==> src/rtl/serial_cmp_pkg.sv <==
// Shared types and helpers for the bit-serial magnitude comparator.
package serial_cmp_pkg;

    typedef enum logic [1:0] {
        IDLE = 2'd0,
        SCAN = 2'd1,
        DONE = 2'd2
    } state_e;

    // Result encodings as {gt, eq, lt}.
    localparam logic [2:0] RES_GT = 3'b100;
    localparam logic [2:0] RES_EQ = 3'b010;
    localparam logic [2:0] RES_LT = 3'b001;

    function automatic int idx_width(input int width);
        return (width <= 2) ? 1 : $clog2(width);
    endfunction

endpackage

==> src/rtl/serial_cmp_ctrl_bit1.sv <==
// Single-bit compare slice: a greater, equal, or less than b.
module cmp_bit1 (
    input  logic a,
    input  logic b,
    output logic h,
    output logic e,
    output logic l
);

    assign h = a & ~b;
    assign e = ~(a ^ b);
    assign l = ~a & b;

endmodule

==> src/rtl/serial_cmp_ctrl.sv <==
// Sequencer that compares two captured operands MSB first through one 1-bit
// compare slice, reporting registered gt/eq/lt with a one-cycle done pulse.
module serial_cmp_ctrl
    import serial_cmp_pkg::*;
#(
    parameter int WIDTH      = 8,
    parameter bit EARLY_EXIT = 1'b1
) (
    input  logic             clk,
    input  logic             rst_n,
    input  logic             start,
    input  logic [WIDTH-1:0] a_in,
    input  logic [WIDTH-1:0] b_in,
    output logic             busy,
    output logic             done,
    output logic             gt,
    output logic             eq,
    output logic             lt
);

    localparam int             IW      = idx_width(WIDTH);
    localparam logic [IW-1:0]  IDX_MSB = IW'(WIDTH - 1);

    state_e           state;
    logic [WIDTH-1:0] a_reg;
    logic [WIDTH-1:0] b_reg;
    logic [IW-1:0]    idx;
    logic             diff_seen;
    logic             bit_h;
    logic             bit_e;
    logic             bit_l;

    cmp_bit1 u_slice (
        .a (a_reg[idx]),
        .b (b_reg[idx]),
        .h (bit_h),
        .e (bit_e),
        .l (bit_l)
    );

    // NOTE: every register here uses <= so all updates in a cycle see the
    // pre-edge values; blocking = would make the order of statements matter.
    always_ff @(posedge clk or negedge rst_n) begin
        if (!rst_n) begin
            state     <= IDLE;
            a_reg     <= '0;
            b_reg     <= '0;
            idx       <= '0;
            diff_seen <= 1'b0;
            busy      <= 1'b0;
            done      <= 1'b0;
            gt        <= 1'b0;
            eq        <= 1'b0;
            lt        <= 1'b0;
        end else begin
            done <= 1'b0;
            case (state)
                IDLE: begin
                    if (start) begin
                        a_reg     <= a_in;
                        b_reg     <= b_in;
                        idx       <= IDX_MSB;
                        diff_seen <= 1'b0;
                        gt        <= 1'b0;
                        eq        <= 1'b0;
                        lt        <= 1'b0;
                        busy      <= 1'b1;
                        state     <= SCAN;
                    end
                end
                SCAN: begin
                    if (EARLY_EXIT) begin
                        if (bit_h) begin
                            gt    <= 1'b1;
                            done  <= 1'b1;
                            state <= DONE;
                        end else if (bit_l) begin
                            lt    <= 1'b1;
                            done  <= 1'b1;
                            state <= DONE;
                        end else if (idx == '0) begin
                            eq    <= 1'b1;
                            done  <= 1'b1;
                            state <= DONE;
                        end else begin
                            idx <= idx - 1'b1;
                        end
                    end else begin
                        // Only the most significant difference decides the result.
                        if (!diff_seen && (bit_h || bit_l)) begin
                            gt        <= bit_h;
                            lt        <= bit_l;
                            diff_seen <= 1'b1;
                        end
                        if (idx == '0) begin
                            eq    <= ~diff_seen & bit_e;
                            done  <= 1'b1;
                            state <= DONE;
                        end else begin
                            idx <= idx - 1'b1;
                        end
                    end
                end
                DONE: begin
                    busy  <= 1'b0;
                    state <= IDLE;
                end
                default: begin
                    busy  <= 1'b0;
                    state <= IDLE;
                end
            endcase
        end
    end

endmodule
==> config.mk <==
export PLATFORM = sky130hd
export DESIGN_NAME = serial_cmp_ctrl
export DESIGN_NICKNAME = d
export VERILOG_FILES = /design/src/rtl/serial_cmp_pkg.sv /design/src/rtl/serial_cmp_ctrl_bit1.sv /design/src/rtl/serial_cmp_ctrl.sv
export SDC_FILE = /design/constraint.sdc
export NUM_CORES = 1
export LEC_CHECK = 0
export ABC_AREA = 1
export BUFFER_PORTS_ARGS = -buffer_cell sky130_fd_sc_hd__buf_2
export CELL_PAD_IN_SITES_DETAIL_PLACEMENT = 1
export CELL_PAD_IN_SITES_GLOBAL_PLACEMENT = 2
export CORE_UTILIZATION = 32
export DETAILED_ROUTE_END_ITERATION = 6
export GPL_TIMING_DRIVEN = 0
export MAX_ROUTING_LAYER = met4
export PLACE_DENSITY_LB_ADDON = 0.1
export REMOVE_ABC_BUFFERS = 1
export SYNTH_ARGS = -nofsm -noshare
export SYNTH_HDL_FRONTEND = slang
export SYNTH_SLANG_ARGS = --single-unit
==> constraint.sdc <==
create_clock -name clk -period 1.9 [get_ports clk]
set_input_delay 0.19 -clock clk [delete_from_list [all_inputs] [get_ports clk]]
set_output_delay 0.19 -clock clk [all_outputs]
set_load 0.01 [all_outputs]
After elaboration in Yosys (flattened, before gate mapping)

Cells that the tools add are included.

$lt $le $gt $ge: 1
Equal/unequal tests: 9
Bitwise operators: 5
Add/subtract/negate cells: 1
Mux-type cells: 30
Reductions and logical operators: 10

Operators by type and width:

| operator              | number |
|---|---|
| $mux W1               | 14 |
| $ne A2 B2 Y1 const B  | 7 |
| $mux W3               | 4 |
| $reduce_and A5 Y1     | 2 |
| $mux W2               | 4 |
| $pmux W1 S2           | 4 |
| $bmux W1 S3           | 2 |
| $pmux W3 S2           | 1 |
| $reduce_and A2 Y1     | 3 |
| $lt A3 B4 Y1 const B  | 1 |
| $ne A4 B4 Y1 const B  | 1 |
| $pmux W2 S2           | 1 |
| $reduce_and A4 Y1     | 1 |
| $logic_not A3 Y1      | 1 |
| $not A1 Y1            | 3 |
| $reduce_and A3 Y1     | 1 |
| $sub A3 B1 Y3 const B | 1 |
| $and A1 B1 Y1         | 2 |
| $eq A2 B1 Y1 const B  | 1 |
| $logic_not A2 Y1      | 1 |
| $reduce_bool A2 Y1    | 1 |

Word-level logic and storage cells: 65
Output and inout bits: 5
Input bits: 19
Register bits: 26

Longest topological paths before layout

Gate-level depths: netlist of run 1.

Depth after elaboration: 7
Gate-level depth with buffers: 13
Depth with buffers taken out: 13

Cells and area by module

From an unflattened synthesis of run 1, not the netlist that was laid out.

Cells, all modules: 170
Area, all modules: 1,376.3 um^2

By module, submodules not included:

| module          | instances | cells each | area an instance (um^2) | seq. area each (um^2) |
|---|---|---|---|---|
| serial_cmp_ctrl | 1         | 166        | 1,343.8                 | 650.6 |
| cmp_bit1        | 1         | 4          | 32.5                    | 0.0 |

Worst setup path after synthesis of run 1

No wires, ideal clock.

Path type: flip-flop to flip-flop
Start point: register idx[0]
End point: register idx[2]
Stages on the path, launching flop included: 13
Arrival time: 1.464 ns
Required time: 1.783 ns
Slack: 0.319 ns
Clock period less this slack: 1.581 ns
Path buffers: 0
Library setup time: 0.117 ns
Path through: dfrtp_1 > clkinv_1 > nand2_1 > nand3_1 > nand3_1 > o21ai_0 > ha_1 > nor2_1 > nand2_1 > nand2_2 > nand3_2 > nand2_1 > nand2_1

Cells in the longest elaborated chain, start to end: 6
Elaborated cells on any way between the ends: 18
Classes of those cells: add/sub: 1; eq/ne: 3; mux: 8; bitwise: 4; reduce/logical: 2

Ends and longest elaborated chain:

| element                            | RTL line                                               | RTL |
|---|---|---|
| from (decl)                        | serial_cmp_ctrl.sv:27                                  | `logic [IW-1:0] idx;` |
| from (signal assigned)             | serial_cmp_ctrl.sv:86                                  | `idx <= idx - 1'b1;` |
| from (signal assigned)             | serial_cmp_ctrl.sv:100                                 | `idx <= idx - 1'b1;` |
| $bmux W1 S3 (on tied branches)     | serial_cmp_ctrl.sv:34, serial_cmp_ctrl.sv:35           |  |
| $mux W1 (on tied branches)         | serial_cmp_ctrl.sv:34, serial_cmp_ctrl.sv:35           |  |
| $not A1 Y1 (on tied branches)      | serial_cmp_ctrl_bit1.sv:12, serial_cmp_ctrl_bit1.sv:10 |  |
| $and A1 B1 Y1 (on tied branches)   | serial_cmp_ctrl_bit1.sv:12, serial_cmp_ctrl_bit1.sv:10 |  |
| $ne A2 B2 Y1 (no source line)      | --                                                     |  |
| $reduce_and A5 Y1 (no source line) | --                                                     |  |

Several ways; a longest one is shown, not always the timed one. The select of a mux whose other input is x is not followed.
A chain may end at the register's enable or synchronous reset.

Worst setup path after layout of run 1

Start point: register idx[0]
End point: register idx[1]

Same word-level chain as after synthesis.

==> reports/results.ini, run 1 <==
[synth]
ys_warn_count = 0
synth-seq-area-share_pct = 44.3
post-synth-top-area-cell = dfrtp_1
synth_top_area_share_pct = 44.3
ys_top_cells_by_area = dfrtp_1 (44%), nand2_1 (17%), o21ai_2 (9.5%)
synthesis.area_um2 = 1470
syn_inst = 182
ys_types = 21
syn_area_per_cell_um2 = 8.06
yosys_register_bits = 26

[setup_path]
crit_family = simple AND/OR/NAND/NOR gates
setup.worst_path.class = flip-flop to flip-flop
start_kind = flip-flop
r2r_cells = 12
reg2reg_to = idx[1]
r2r_start = idx[0]
r2r_slack_ps = 160
cp_cell_sequence = buf_6 > nand2_1 > nand3_2 > nand3_1 > o21ai_0 > ha_2 > nor2_1 > nand2_1 > nand2_4 > nand3_2 > nand2_1 > nand2_1
cp_common_cell = nand2_1
critPathSlowestCell = dfrtp_2
slowest_delay_ps = 460
cp.arrival_ps = 1910
crit_buf_inv = 1
path_max_fanout = 8
endpoint_kind = flip-flop
cp.required_ps = 2070

[timing]
hold_slack_ps = 123
finalMaxSlewViolations = 0
tightestPinTransition_ps = 612
min_period_ps = 1740
rsz0062_at_grt = no
fin_setup_tns_ps = 0
timing.final.crit_share_pct = 91.5
finalSetupViolCount = 0
hold_viol = 0
fmax_mhz = 575
finClkSkew_ps = 3.80
slew_headroom_pct = 59.2

[placed_design]
placement.io_buffers = 23
place_area_um2 = 1600
hpwlAfterDp_um = 2430
gp_congestion = 0.771

[detailed_routing]
drtPass1Iterations = 4
drt_iter0_markers = 26
vias_per_cell = 4.65
num_vias = 1200
routed_wl_um = 3270
routedWlPerCell_um = 12.7
drc = 0
ant_nets = 0

[cts]
clkLatencyLatePin_ps = 270
cts_tree = built
cts_inserted_buffers = 3
cts_root_buf = clkbuf_8
cts_max_path_buffers = 2
clk_pin_slew_ps = 90
clkSinkCount = 26
cts.htree.levels = 1

[run_status]
outcome = finished, final reports clean

[finish]
drive_above_1_share_pct = 27.7
antenna_cells = 0
syn2layout_area_growth_pct = 15.0
final_area_um2 = 1690
final_nets = 232
fillCellCount = 544

[worst_hold_path]
min_to = a_reg[1]
hold_path.class = input pin to flip-flop
min-delay-start = a_in[1]
holdPathStages = 3

[die]
die_h_um = 69.7
die_w_um = 69.7
start_util_pct = 33.5
core_um2 = 4380
dieArea_um2 = 4860
pin_count = 24
std_cell_rows = 24

[global_route]
grt_pass1_vias = 1328
grt_use_total_pct = 16.0
overflow = 0
grt_pass1_wl_um = 6120
grt_start_max_net_pins = 34
antenna_found_initial = 0

[flow_run]
max_cap_violations = 0

[pwr]
power-per-cell-area_nw_per_um2 = 1740
ir_drop_mv = 0.447
leakage_uw = 0.000913
total_power_uw = 2940

-- cells in the final DEF, fill, tap and decap left out --
master	instances
nand3_2	2
nand2_1	65
inv_2	3
ha_2	1
inv_1	25
a21oi_1	1
a31oi_1	1
nand4_1	4
dfrtp_1	25
o21ai_2	16
dlygate4sd3_1	1
nor2_4	1
nand2_4	2
nor2_1	5
buf_4	1
buf_6	1
o21ai_0	3
nand3_1	14
inv_4	1
dfrtp_2	1
nand2_2	1
clkbuf_8	3
ha_1	4
buf_2	23
o21ai_1	1
nor2_8	1
-- kinds of logic after synthesis --
| kind of cell | share of synthesized area, % |
|---|---|
| fa+ha+maj | 4.26 |
| compound gates | 11.7 |
| buf+inv | 10.6 |
| simple gates | 29.2 |
| flops | 44.3 |
-- worst max path at each step --
stage	from	endpoint	slack (ps)	cells past startpoint
6_report	idx[0]	idx[1]	160	12
5_1_grt	idx[0]	idx[2]	9	12
4_1_cts	idx[0]	idx[1]	40	12
3_5_place_dp	idx[0]	idx[0]	-400	12
3_3_place_gp	idx[0]	idx[0]	-350	12
2_1_floorplan	idx[0]	idx[2]	100	12
-- report_power, final --
group          switching, uW  internal, uW  total (uW)
Sequential               143           808         951
Combinational           1050           622        1670
Clock                    173           142         315
-- synth_stat cells --
cell / n
a21oi_1: 1
nand2_2: 2
nor2_1: 5
buf_6: 3
nand2_4: 1
o21ai_2: 16
nand3_2: 1
inv_1: 26
nand3_1: 15
nor2_8: 1
ha_1: 5
nand4_1: 4
buf_2: 1
a31oi_1: 1
dfrtp_1: 26
nand2_1: 65
buf_4: 1
clkinv_1: 1
nor2_4: 1
o21ai_0: 4
inv_2: 2
-- area by class of cell --
class	count	area [um^2]	share of cell area (%)
multi-input cells	122	674	40.0
flip-flops and latches	26	652	38.6
repair buffers	26	144	8.52
inverters	29	111	6.60
well taps	52	65.1	3.85
clock buffers	3	41.3	2.45
-- worst min-delay path: stages --
cell and delay (ps):
buf_2 70, nand2_1 50, o21ai_2 50
-- repair_timing --
action / in CTS / in global routing
buffers inserted: 2 / 0
hold buffers: 1 / 0
gates resized for setup: 2 / 7
pin swaps: 0 / 2
endpoints found under the hold margin: 26 / 0
endpoints found under the setup margin: 9 / 5
-- per-stage QoR --
step | instances | setup WS, ps | util [%]
finish | 258 | 161 | 38.5
CTS | 258 | 38.4 | 38.1
global route | 258 | 9.28 | 38.5
floorplan | 177 | 95.4 | -
global placement | 252 | -354 | 36.5
detailed placement | 252 | -395 | 36.5
-- layer usage --
layer / up-vias / GRT usage [%] / routed length [um]
li1: 613 / - / -
met1: 565 / 20.1 / 1540
met2: 18 / 27.3 / 1620
met3: 4 / 2.33 / 83
met4: 0 / 4.00 / 30
met5: - / - / 0
(Power assumes the default switching activity.)
==> run 2, diff against run 1 <==
--- a/config.mk
+++ b/config.mk
@@ -9,6 +9,7 @@
 export BUFFER_PORTS_ARGS = -buffer_cell sky130_fd_sc_hd__buf_2
 export CELL_PAD_IN_SITES_DETAIL_PLACEMENT = 1
 export CELL_PAD_IN_SITES_GLOBAL_PLACEMENT = 2
+export CORE_MARGIN = 3
 export CORE_UTILIZATION = 32
 export DETAILED_ROUTE_END_ITERATION = 6
 export GPL_TIMING_DRIVEN = 0
==> reports/results.ini, run 2 (synthesis results as in run 1) <==
[pwr]
power-per-cell-area_nw_per_um2 = 1790  ; +2.7%
total_power_uw = 3170  ; +7.8%
leakage_uw = 0.000931  ; +2.0%
ir_drop_mv = 0.497  ; +11%

[cts]
clkSinkCount = 26  ; unchanged
cts.htree.levels = 1  ; unchanged
cts_tree = built
cts_root_buf = clkbuf_8
clk_pin_slew_ps = 90  ; about the same
cts_max_path_buffers = 2  ; unchanged
cts_inserted_buffers = 3  ; unchanged
clkLatencyLatePin_ps = 270  ; about the same

[flow_run]
max_cap_violations = 0  ; unchanged

[setup_path]
cp-startpoint = idx[0]
cp.arrival_ps = 1940  ; +30 ps
reg2reg_to = idx[1]
setup.worst_path.class = flip-flop to flip-flop
cp.required_ps = 2070  ; about the same
endpoint_kind = flip-flop
r2r_cells = 12  ; unchanged
r2r_slack_ps = 120  ; -40 ps
path_max_fanout = 8  ; unchanged
start_kind = flip-flop
crit_path_end = idx[1]
r2r_start = idx[0]

[timing]
finalSetupViolCount = 0  ; unchanged
tightestPinTransition_ps = 596  ; -15.8 ps
min_period_ps = 1780  ; +38.9 ps
hold_slack_ps = 118  ; -4.76 ps
fmax_mhz = 562  ; -2.2%
timing.final.crit_share_pct = 93.6  ; +2.0 points
fin_ws_ps = 122  ; -38.9 ps
finClkSkew_ps = 3.93  ; +0.124 ps
slew_headroom_pct = 60.2  ; +1.1 points
finalMaxSlewViolations = 0  ; unchanged
hold_viol = 0  ; unchanged

[die]
dieArea_um2 = 5440  ; +12%
core_um2 = 4380  ; unchanged
start_util_pct = 33.5  ; unchanged
pin_count = 24  ; unchanged
std_cell_rows = 24  ; unchanged
die_h_um = 73.7  ; +5.7%
die_w_um = 73.7  ; +5.7%

[detailed_routing]
routedWlPerCell_um = 12.6  ; -0.26%
num_vias = 1196  ; -0.33%
ant_nets = 0  ; unchanged
drt_iter0_markers = 22  ; -15%
routed_wl_um = 3270  ; +0.12%
drc = 0  ; unchanged
vias_per_cell = 4.62  ; -0.72%
drtPass1Iterations = 4  ; unchanged

[global_route]
grt_pass1_vias = 1246  ; -6.2%
overflow = 0  ; unchanged
antenna_found_initial = 0  ; unchanged
grt_pass1_wl_um = 5450  ; -11%
grt_use_total_pct = 13.2  ; -2.9 points
grt_start_max_net_pins = 34  ; unchanged

[finish]
final_common_cell = nand2_1
final_nets = 232  ; unchanged
syn2layout_area_growth_pct = 20.7
drive_above_1_share_pct = 36.7  ; +9.0 points
fillCellCount = 532  ; -2.2%
most-common-layout-cells = nand2_1 (56), inv_1 (25), dfrtp_1 (24)
post-route-util_pct = 40.4  ; +1.9 points
antenna_cells = 0  ; unchanged

[placed_design]
gp_congestion = 0.782  ; +1.5%
preCtsSetupSlack_ps = -379  ; +16.9 ps
placement.io_buffers = 23  ; unchanged
hpwlAfterDp_um = 2480  ; +2.1%

[worst_hold_path]
hold_path.class = input pin to flip-flop

[run_status]
outcome = finished, final reports clean

run 2: cell count changes in the layout (fill, tap and decap cells not counted), sizes merged:
cell    change
clkbuf      +1
run 2: layout make-up:
cell class | count | area, um^2 | area share, %
Multi-Input combinational cell | 122 | 737 | 41.6
Tap cell | 52 | 65.1 | 3.67
Clock buffer | 4 | 55.1 | 3.11
Sequential cell | 26 | 653 | 36.9
Timing Repair Buffer | 26 | 148 | 8.33
Inverter | 29 | 114 | 6.43
run 2: stage by stage:
stage          cells  setup TNS [ps]  area [um^2]
5_1_grt          259           -53.3         1770
3_5_place_dp     252           -2050         1600
4_1_cts          258               0         1680
2_1_floorplan    177               0         1420
6_report         259               0         1770
3_3_place_gp     252           -1810         1600
run 2: worst min-delay path by stage:
stage,start,endpoint,slack (ps),cells after the start
CTS,b_in[3],b_reg[3],110,3
global route,b_in[3],b_reg[3],110,3
global placement,rst_n,a_reg[4],220,1
detailed placement,rst_n,a_reg[4],240,1
finish,b_in[3],b_reg[3],120,3
floorplan,rst_n,a_reg[0],-110,0
run 2: power by group:
group / leakage (uW) / internal (uW) / switching (uW)
clock: 0.0000288 / 185 / 176
sequential: 0.000319 / 810 / 162
combinational: 0.000583 / 702 / 1130
run 2: per-layer routing:
| layer | GRT usage (%) | up-vias | part of all wire [%] |
|---|---|---|---|
| li1 | - | 615 | - |
| met1 | 15.3 | 559 | 44 |
| met2 | 23.3 | 18 | 52 |
| met3 | 2.05 | 4 | 3.5 |
| met4 | 3.62 | 0 | 0.86 |
| met5 | - | - | 0 |
run 2: worst max-delay path, cell delays in order, from the launching register on:
cell and delay (ps):
dfrtp_2 470, buf_6 160, nand2_1 80, nand3_2 100
nand3_2 80, o21ai_2 60, ha_2 190, nor2_1 100
nand2_1 70, nand2_2 140, nand3_4 100, nand2_2 70
nand2_1 50
run 2: repair_timing:
| action | 4_1_cts | 5_1_grt |
|---|---|---|
| endpoints found under the setup margin | 9 | 5 |
| hold endpoints to repair | 26 | 0 |
| hold buffers | 1 | 0 |
| setup buffers | 1 | 1 |
| pin swaps | 0 | 10 |
| resized for setup | 2 | 28 |
==> run 3, diff against run 2 <==
--- a/config.mk
+++ b/config.mk
@@ -14,7 +14,7 @@
 export DETAILED_ROUTE_END_ITERATION = 6
 export GPL_TIMING_DRIVEN = 0
 export MAX_ROUTING_LAYER = met4
-export PLACE_DENSITY_LB_ADDON = 0.1
+export PLACE_DENSITY = 0.83
 export REMOVE_ABC_BUFFERS = 1
 export SYNTH_ARGS = -nofsm -noshare
 export SYNTH_HDL_FRONTEND = slang
==> reports/results.ini, run 3 (synthesis results as in run 1) <==
[run_status]
outcome = finished, final reports clean

[placed_design]
placement.io_buffers = 23  ; unchanged
hpwlAfterDp_um = 2330  ; -5.9%
gp_congestion = 0.724  ; -7.5%

[pwr]
p_sw_uw = 1390  ; -5.4%
leakage_uw = 0.000923  ; -0.81%
ir_drop_mv = 0.605  ; +22%
power.internal_uw = 1620  ; -4.7%
pwr-share-clk_pct = 10.3  ; -1.1 points
power-per-cell-area_nw_per_um2 = 1750  ; -2.3%
p_seq_share_pct = 32.0  ; +1.3 points
p_sw_share_pct = 46.2  ; -0.18 points
power_frac_comb_pct = 57.7  ; -0.2 points
total_power_uw = 3010  ; -5.0%

[setup_path]
cp_common_cell = nand2_1
path_max_fanout = 7  ; -1
start_kind = flip-flop
slowest_delay_ps = 460  ; about the same
endpoint_kind = flip-flop
cp-startpoint = idx[0]
cp.arrival_ps = 1910  ; -30 ps
critPathSlowestCell = dfrtp_2
cp.required_ps = 2060  ; about the same
cp_cell_sequence = buf_6 > nand2_1 > nand3_2 > nand3_2 > o21ai_0 > ha_2 > nor2_1 > nand2_1 > nand2_4 > nand3_4 > nand2_1 > nand2_1
setup.worst_path.class = flip-flop to flip-flop
crit_buf_inv = 1  ; unchanged
crit_family = simple AND/OR/NAND/NOR gates
r2r_start = idx[0]

[detailed_routing]
wl_met2_um = 1590  ; -6.0%
num_vias = 1212  ; +1.3%
drc = 0  ; unchanged
highest_layer = met4
drt_iter0_markers = 25  ; +14%
drtPass1Iterations = 5  ; +1
ant_nets = 0  ; unchanged
routedWlPerCell_um = 12.1  ; -4.0%
routed_wl_um = 3140  ; -4.0%
wl_met3_um = 117  ; +0.86%
met1_length_um = 1420  ; -1.7%
vias_per_cell = 4.68  ; +1.3%

[finish]
drive_above_1_share_pct = 30.0  ; -6.8 points
final_nets = 233  ; +0.43%
most-common-layout-cells = nand2_1 (64), inv_1 (25), dfrtp_1 (24)
antenna_cells = 0  ; unchanged
syn2layout_area_growth_pct = 17.4
final_common_cell = nand2_1

[timing]
finalSetupViolCount = 0  ; unchanged
slew_headroom_pct = 59.2  ; -1.1 points
rsz0062_at_grt = yes
hold_slack_ps = 125  ; +6.55 ps
hold_viol = 0  ; unchanged
finalMaxSlewViolations = 0  ; unchanged
finClkSkew_ps = 1.91  ; -2.02 ps
tightestPinTransition_ps = 613  ; +16.2 ps
min_period_ps = 1750  ; -24.9 ps
timing.final.crit_share_pct = 92.3  ; -1.3 points
fin_setup_tns_ps = 0  ; unchanged
fmax_mhz = 570  ; +1.4%

[cts]
clkSinkCount = 26  ; unchanged
clkLatencyLatePin_ps = 270  ; about the same
cts_inserted_buffers = 3  ; unchanged
cts_max_path_buffers = 2  ; unchanged
cts_root_buf = clkbuf_8
cts_tree = built
cts.htree.levels = 1  ; unchanged
clk_pin_slew_ps = 90  ; about the same

[global_route]
antenna_found_initial = 0  ; unchanged
grt_pass1_wl_um = 5640  ; +3.4%
grt_start_max_net_pins = 34  ; unchanged
grt_pass1_vias = 1280  ; +2.7%
overflow = 0  ; unchanged
grt_use_total_pct = 13.8  ; +0.64 points

[die]
die_w_um = 73.7  ; unchanged
die_h_um = 73.7  ; unchanged
start_util_pct = 33.5  ; unchanged
pin_count = 24  ; unchanged
dieArea_um2 = 5440  ; unchanged
core_um2 = 4380  ; unchanged
std_cell_rows = 24  ; unchanged

[worst_hold_path]
min-delay-start = b_in[4]
hold_path.class = input pin to flip-flop

[flow_run]
max_cap_violations = 0  ; unchanged

## run 3: final cells by class
cell class / count / area, um^2
fillers: 531 / 2660
multi-input cells: 122 / 694
flip-flops and latches: 26 / 653
repair buffers: 27 / 155
inverters: 29 / 114
well taps: 52 / 65.1
clock buffers: 3 / 41.3
## run 3: layer usage
layer / GRT usage [%] / vias to the layer above
li1: - / 620
met1: 16.4 / 572
met2: 24.2 / 18
met3: 2.87 / 2
met4: 2.41 / 0
met5: - / -
## run 3: metrics by stage
stage	worst slack (ps)	cells	utilization, %	area [um^2]
finish	147	259	39.3	1720
global route	6.70	259	39.3	1720
CTS	12.1	258	38.2	1680
detailed placement	-418	252	36.5	1600
global placement	-375	252	36.5	1600
floorplan	95.4	177	-	1420
## run 3: path summary, 6_finish.rpt
path                       endpoint  slack (ps)  cells after the start
setup / recovery             idx[1]         150                     12
hold / removal             b_reg[4]         120                      3
setup reg to reg             idx[1]         150                     12
hold reg to reg                  eq         480                      2
max in group asynchronous    idx[1]        1000                      2
min in group asynchronous  a_reg[0]         460                      2
## run 3: timing repair
action,CTS,global route
pin swaps,0,5
buffers inserted,2,1
gates resized for setup,5,11
hold buffers,1,0
hold endpoints to repair,26,0
setup endpoints to repair,9,5
## run 3: power by group through the flow
stage	sequential [uW]	combinational [uW]	clock [uW]
after global placement	964	1530	0
after global routing	998	2030	350
after CTS	956	1670	324
final	963	1740	310
after detailed placement	978	1580	0
after floorplan	950	1190	0
## run 3: worst register-to-register path: stages, from the launching register on
cell     delay (ps)
dfrtp_2         460
buf_6           150
nand2_1          80
nand3_2          90
nand3_2          70
o21ai_0         100
ha_2            200
nor2_1           90
nand2_1         100
nand2_4         120
nand3_4          80
nand2_1          70
nand2_1          50
